File: config.mk
export PLATFORM = sky130hd
export DESIGN_NAME = ddr_prbs_test_ctrl
export DESIGN_NICKNAME = d
export VERILOG_FILES = /design/src/rtl/ddr_prbs_test_ctrl.sv
export SDC_FILE = /design/constraint.sdc
export NUM_CORES = 1
export LEC_CHECK = 0
export ABC_AREA = 1
export CORE_MARGIN = 2
export CORE_UTILIZATION = 38
export DETAILED_ROUTE_END_ITERATION = 7
export GPL_ROUTABILITY_DRIVEN = 0
export SLEW_MARGIN = 5
export SYNTH_ARGS = -nofsm -noshare
export SYNTH_HDL_FRONTEND = slang
export SYNTH_SLANG_ARGS = --single-unit
File: constraint.sdc
create_clock -name clk_sys -period 4.7 [get_ports clk_sys]
set_input_delay 0.47 -clock clk_sys [delete_from_list [all_inputs] [get_ports clk_sys]]
set_output_delay 0.47 -clock clk_sys [all_outputs]
set_load 0.02 [all_outputs]
File: src/rtl/ddr_prbs_test_ctrl.sv
// PRBS31 memory test sequencer: writes WORD_NUM generator words from BASE_ADDR,
// reads them back with bounded outstanding reads and counts mismatches.
module ddr_prbs_test_ctrl #(
   parameter int ADDR_W    = 27,
   parameter int WORD_NUM  = 1024,
   parameter int BASE_ADDR = 0,
   parameter int MAX_OUTST = 8
) (
   input  logic              clk_sys,
   input  logic              reset,
   input  logic              start,
   output logic              seq_rst,
   output logic              gen_en,
   input  logic              gen_vld,
   input  logic [31:0]       gen_data,
   output logic              chk_en,
   input  logic [31:0]       chk_data,
   output logic              mem_write,
   output logic              mem_read,
   output logic [ADDR_W-1:0] mem_addr,
   output logic [31:0]       mem_wdata,
   input  logic              mem_waitrequest,
   input  logic              mem_rdata_vld,
   input  logic [31:0]       mem_rdata,
   output logic              busy,
   output logic              done,
   output logic              pass,
   output logic [15:0]       err_cnt,
   output logic [ADDR_W-1:0] first_err_addr
);

   // Counters need one extra bit so WORD_NUM = 2^ADDR_W is representable.
   localparam int CNT_W = ADDR_W + 1;
   localparam int OUT_W = $clog2(MAX_OUTST + 1);
   localparam logic [CNT_W-1:0]  WN    = CNT_W'(WORD_NUM);
   localparam logic [CNT_W-1:0]  WN_M1 = CNT_W'(WORD_NUM - 1);
   localparam logic [OUT_W-1:0]  MAXO  = OUT_W'(MAX_OUTST);
   localparam logic [ADDR_W-1:0] BASE  = ADDR_W'(BASE_ADDR);

   localparam logic [2:0] IDLE     = 3'd0;
   localparam logic [2:0] WR_LOAD  = 3'd1;
   localparam logic [2:0] WR_REQ   = 3'd2;
   localparam logic [2:0] RD_PRIME = 3'd3;
   localparam logic [2:0] RD_REQ   = 3'd4;
   localparam logic [2:0] RD_DRAIN = 3'd5;
   localparam logic [2:0] DONE     = 3'd6;

   logic [2:0]        state_q, state_d;
   logic [ADDR_W-1:0] addr_q, addr_d;
   logic [31:0]       wdata_q, wdata_d;
   logic              wr_q, wr_d;
   logic              seq_rst_q, seq_rst_d;
   logic [CNT_W-1:0]  issued_q, issued_d;
   logic [CNT_W-1:0]  rcv_q, rcv_d;
   logic [OUT_W-1:0]  outst_q, outst_d;
   logic [15:0]       err_q, err_d;
   logic              pass_q, pass_d;
   logic [ADDR_W-1:0] ferr_q, ferr_d;

   logic rd_ok, rd_acc, rd_vld, mism;

   assign rd_ok  = (state_q == RD_REQ) && (issued_q < WN) && (outst_q < MAXO);
   assign rd_acc = rd_ok && !mem_waitrequest;
   assign rd_vld = mem_rdata_vld && ((state_q == RD_REQ) || (state_q == RD_DRAIN));
   assign mism   = rd_vld && (mem_rdata != chk_data);

   always_comb begin
      state_d   = state_q;
      addr_d    = addr_q;
      wdata_d   = wdata_q;
      wr_d      = wr_q;
      seq_rst_d = 1'b0;
      issued_d  = issued_q;
      rcv_d     = rcv_q;
      outst_d   = outst_q;
      err_d     = err_q;
      pass_d    = pass_q;
      ferr_d    = ferr_q;

      if (rd_acc && !rd_vld)
         outst_d = outst_q + 1'b1;
      else if (!rd_acc && rd_vld)
         outst_d = outst_q - 1'b1;

      if (rd_acc) begin
         addr_d   = addr_q + 1'b1;
         issued_d = issued_q + 1'b1;
      end

      // Responses return in order, so the received count locates the word.
      if (rd_vld) begin
         rcv_d = rcv_q + 1'b1;
         if (mism) begin
            if (err_q != 16'hFFFF) err_d = err_q + 1'b1;
            if (err_q == 16'h0000) ferr_d = BASE + rcv_q[ADDR_W-1:0];
         end
      end

      case (state_q)
         IDLE: begin
            if (start) begin
               seq_rst_d = 1'b1;
               err_d     = '0;
               pass_d    = 1'b0;
               ferr_d    = '0;
               addr_d    = BASE;
               issued_d  = '0;
               rcv_d     = '0;
               outst_d   = '0;
               wr_d      = 1'b0;
               state_d   = WR_LOAD;
            end
         end
         WR_LOAD: state_d = WR_REQ;
         WR_REQ: begin
            if (!wr_q) begin
               if (gen_vld) begin
                  wdata_d = gen_data;
                  wr_d    = 1'b1;
               end
            end else if (!mem_waitrequest) begin
               wr_d     = 1'b0;
               addr_d   = addr_q + 1'b1;
               issued_d = issued_q + 1'b1;
               state_d  = (issued_q == WN_M1) ? RD_PRIME : WR_LOAD;
            end
         end
         RD_PRIME: begin
            addr_d   = BASE;
            issued_d = '0;
            state_d  = RD_REQ;
         end
         RD_REQ: begin
            if (issued_q == WN) state_d = RD_DRAIN;
         end
         RD_DRAIN: begin
            // Result is made visible together with the done pulse.
            if (rcv_q == WN) begin
               pass_d  = (err_q == 16'h0000);
               state_d = DONE;
            end
         end
         DONE: begin
            pass_d  = (err_d == 16'h0000);
            state_d = IDLE;
         end
         default: state_d = IDLE;
      endcase
   end

   always_ff @(posedge clk_sys or posedge reset) begin
      if (reset) begin
         state_q   <= IDLE;
         addr_q    <= '0;
         wdata_q   <= '0;
         wr_q      <= 1'b0;
         seq_rst_q <= 1'b0;
         issued_q  <= '0;
         rcv_q     <= '0;
         outst_q   <= '0;
         err_q     <= '0;
         pass_q    <= 1'b0;
         ferr_q    <= '0;
      end else begin
         state_q   <= state_d;
         addr_q    <= addr_d;
         wdata_q   <= wdata_d;
         wr_q      <= wr_d;
         seq_rst_q <= seq_rst_d;
         issued_q  <= issued_d;
         rcv_q     <= rcv_d;
         outst_q   <= outst_d;
         err_q     <= err_d;
         pass_q    <= pass_d;
         ferr_q    <= ferr_d;
      end
   end

   assign seq_rst        = seq_rst_q;
   assign gen_en         = (state_q == WR_LOAD);
   assign chk_en         = (state_q == RD_PRIME) || rd_vld;
   assign mem_write      = wr_q;
   assign mem_read       = rd_ok;
   assign mem_addr       = addr_q;
   assign mem_wdata      = wdata_q;
   assign busy           = (state_q != IDLE);
   assign done           = (state_q == DONE);
   assign pass           = pass_q;
   assign err_cnt        = err_q;
   assign first_err_addr = ferr_q;

endmodule

==> run metrics <==
vias in the first global route=between 9000 and 10000; Crit Path Max Fanout=7; post-CTS setup buffer count=0; Buffers on Ports=between 200 and 250; Cell Area, Placed=roughly 13000 sq um; IO Pins=between 200 and 250; Max Clock Freq=336.7 MHz; RSZ-0062 raised after global routing=no; Post-DRT Antenna Nets=0; Worst Setup EP=mem_read; CTS sink cnt=about 170; most frequent cell after synthesis=nand2_1; Top FF cell, synth=dfrtp_1; mapped cell area=between 10000 and 15000 sq um; core area=around 27000 sq um; Skew-Pair Late Insertion Delay=0.43 ns; GRT overflow=0; Clock Tree Buf Depth=2; Mapped Cells=1394; TritonCTS clock tree=yes; Wirelength per Cell=between 15 and 20 um; worst hold path type=reg2reg; Crit Path Class=reg2out; Worst path depth=8; Vias/cell=between 5 and 6; startpoint types=flop; Area Growth Syn to Fin=29.41%; total wire length=roughly 31000 um; first-pass GRT wire length=roughly 52000 um; Synth cell types=between 50 and 60; Comb pwr share=between 40% and 50%; Max H-tree Level=4; filler cell count=2620; via count=10140; Die H=170.5 um; register area share after synthesis=between 30% and 40%; Tmin final=between 2 and 3 ns; design area=between 10000 and 15000 sq um; NetSw=around 0.0030 W; Max-slew headroom=approximately a third; post-cts gate resize count=0; WP data arrival=2.50 ns; drt pass-1 iters=5; P_leak=between 5 and 6 nW; pwr dens=506.5 nW/um^2; Final nets=~1700; hold buffer count at cts=0; Net Count, Synth=approximately 1500; Clk pwr share=around a fifth; dpl hpwl=between 20000 and 25000 um; reg-to-reg slack, setup=between 1.5 and 2 ns; Post-Layout Cell Count=approximately 2000; clk slew on worst S/H paths=~0.070 ns; R2R depth=16; CP required=~4.2 ns; average cell area after synthesis=7.556 sq um; Inserted Diodes=0; pin count of the biggest net entering global routing=slightly above 70; Synth area leaders=dfrtp_1 40%, nand2_1 9.3%, inv_1 6.4%, o21ai_0 6.2%, a21oi_1 4.8%; Yosys Warn Count=0; area of the multi-input gates=roughly 5400 sq um; final setup fails=0; Synth top cells by count=262 x nand2_1, 180 x inv_1, 168 x dfrtp_1; placed cell count=about 1900; final period utilization=63.19%; Core Rows=60; Worst setup EP type=output pin; CP top delay family=buffers and inverters; r2r startpoint=err_cnt[0]; slowest CP cell=clkdlybuf4s50_1; Chip Width=between 150 and 200 um; Post-route DRC=0; ratio of cells with drive above 1 in the final layout=slightly below 9%; Final Max Slew Viols=0; worst path buffer plus inverter count=4; maximum vdd drop=between 300 and 400 uV; ys async rst share=100.0%; die area=roughly 29000 sq um; CTS root buf=clkbuf_16; Starting Density=between 30 and 40%; skew final=around 0.015 ns; Post-synth EDFFs=0; GRT Util Overall=a little over a fifth; drt initial violations=just over 700; leading area contributor after synthesis=dfrtp_1; slowest stage delay, CP=around 0.63 ns; r2r endpoint=pass; Hold Fails Final Rpt=0; initial antenna violation count=0; number of CTS-inserted buffers=17; Synth top area share=between 30% and 40%; setup_tns=0 ns; WHS=roughly 0.48 ns; Sw Share=around 43%; internal power=between 0.003 and 0.004 W; sequential cell area=around 4200 sq um; outcome=completed; crit path cell chain=inv_2, nand4_1, nor3_1, nand3_1, inv_2, nand3_1, inv_1, clkdlybuf4s50_1; Max Cap Viol=0; Tightest Pin Transition=0.9698 ns; #FFs+latches synth=approximately 170; sequential power share=32.8%; crit path from=issued_q[13]
-- worst min path at each step --
stage	slack [ns]	endpoint	cells past startpoint	start
after detailed placement	0.48	rcv_q[27]	1	rcv_q[27]
after global routing	0.50	rcv_q[27]	1	rcv_q[27]
after global placement	0.48	rcv_q[27]	1	rcv_q[27]
final	0.48	rcv_q[27]	1	rcv_q[27]
after floorplan	0.43	rcv_q[27]	1	rcv_q[27]
after CTS	0.49	rcv_q[27]	1	rcv_q[27]
-- layout make-up --
cell class,count,share of cell area (%)
Multi-Input combinational cell,976,39.45
Sequential cell,168,30.84
Clock inverter,15,1.157
Clock buffer,17,3.121
Timing Repair Buffer,227,16.56
Inverter,197,5.453
Tap cell,372,3.415
-- power by group through the flow --
stage	Sequential [W]	Clock [W]	Combinational [W]
after floorplan	0.00260	0	0.00157
after global placement	0.00227	0	0.00321
after detailed placement	0.00228	0	0.00326
after CTS	0.00226	0.00142	0.00328
after global routing	0.00234	0.00150	0.00357
final	0.00227	0.00138	0.00325
-- flip-flops by register name (all words and copies together) (netlist names) --
| signal | count |
|---|---|
| mem_wdata | 32 |
| issued_q | 28 |
| rcv_q | 28 |
| first_err_addr | 27 |
| mem_addr | 27 |
| err_cnt | 16 |
| outst_q | 4 |
| state_q | 3 |
| mem_write | 1 |
| pass | 1 |
| seq_rst | 1 |
-- kinds of logic (layout without fill, tap and decap cells) --
logic type,after synthesis,in the layout,share of synthesized area (%)
AND/OR/NAND/NOR,566,566,25.29
AO/OA/AOI/OAI,304,304,15.80
buffers and inverters,250,456,9.100
flip-flops,168,168,39.91
XOR/XNOR,65,65,5.405
multiplexers,32,32,3.421
adder cells (fa/ha/maj),9,9,1.069
-- placed cells by master, fill, tap and decap left out, types with 32 or more instances in the layout --
master / n
nand2_1: 262
clkdlybuf4s50_1: 211
inv_1: 179
dfrtp_1: 168
o21ai_0: 131
nor2_1: 106
a21oi_1: 101
nand3_1: 72
xor2_1: 40
nor3_1: 35
mux2_2: 32
-- through the flow --
stage | utilization, % | total power (W) | setup slack, ns
after CTS | 50.30 | 0.006961 | 1.708
after global placement | 48.14 | 0.005488 | 1.380
after global routing | 50.30 | 0.007410 | 1.482
after detailed placement | 48.14 | 0.005538 | 1.362
final | 50.30 | 0.006903 | 1.730
after floorplan | - | 0.004169 | 2.089
-- worst register-to-register path, cell delays in order (launching register included) --
cell	delay, ns
dfrtp_1	0.44
ha_1	0.31
nand3_1	0.14
inv_1	0.09
nand2_1	0.09
inv_1	0.05
nand3_1	0.34
clkinv_1	0.33
o21ai_1	0.25
nand3_1	0.12
nand2_1	0.12
inv_1	0.04
nor2_1	0.08
nand2_1	0.06
nor2_1	0.13
nand2_1	0.07
a21oi_1	0.11
-- per-layer routing --
metal | wire length [um] | up-vias | GRT usage [%]
li1 | - | 5026 | -
met2 | 15190 | 217 | 36.13
met1 | 14310 | 4867 | 30.68
met5 | 0 | - | 0
met4 | 333 | 0 | 4.868
met3 | 1157 | 33 | 3.279
No activity file was read; power rests on OpenSTA's default activity.
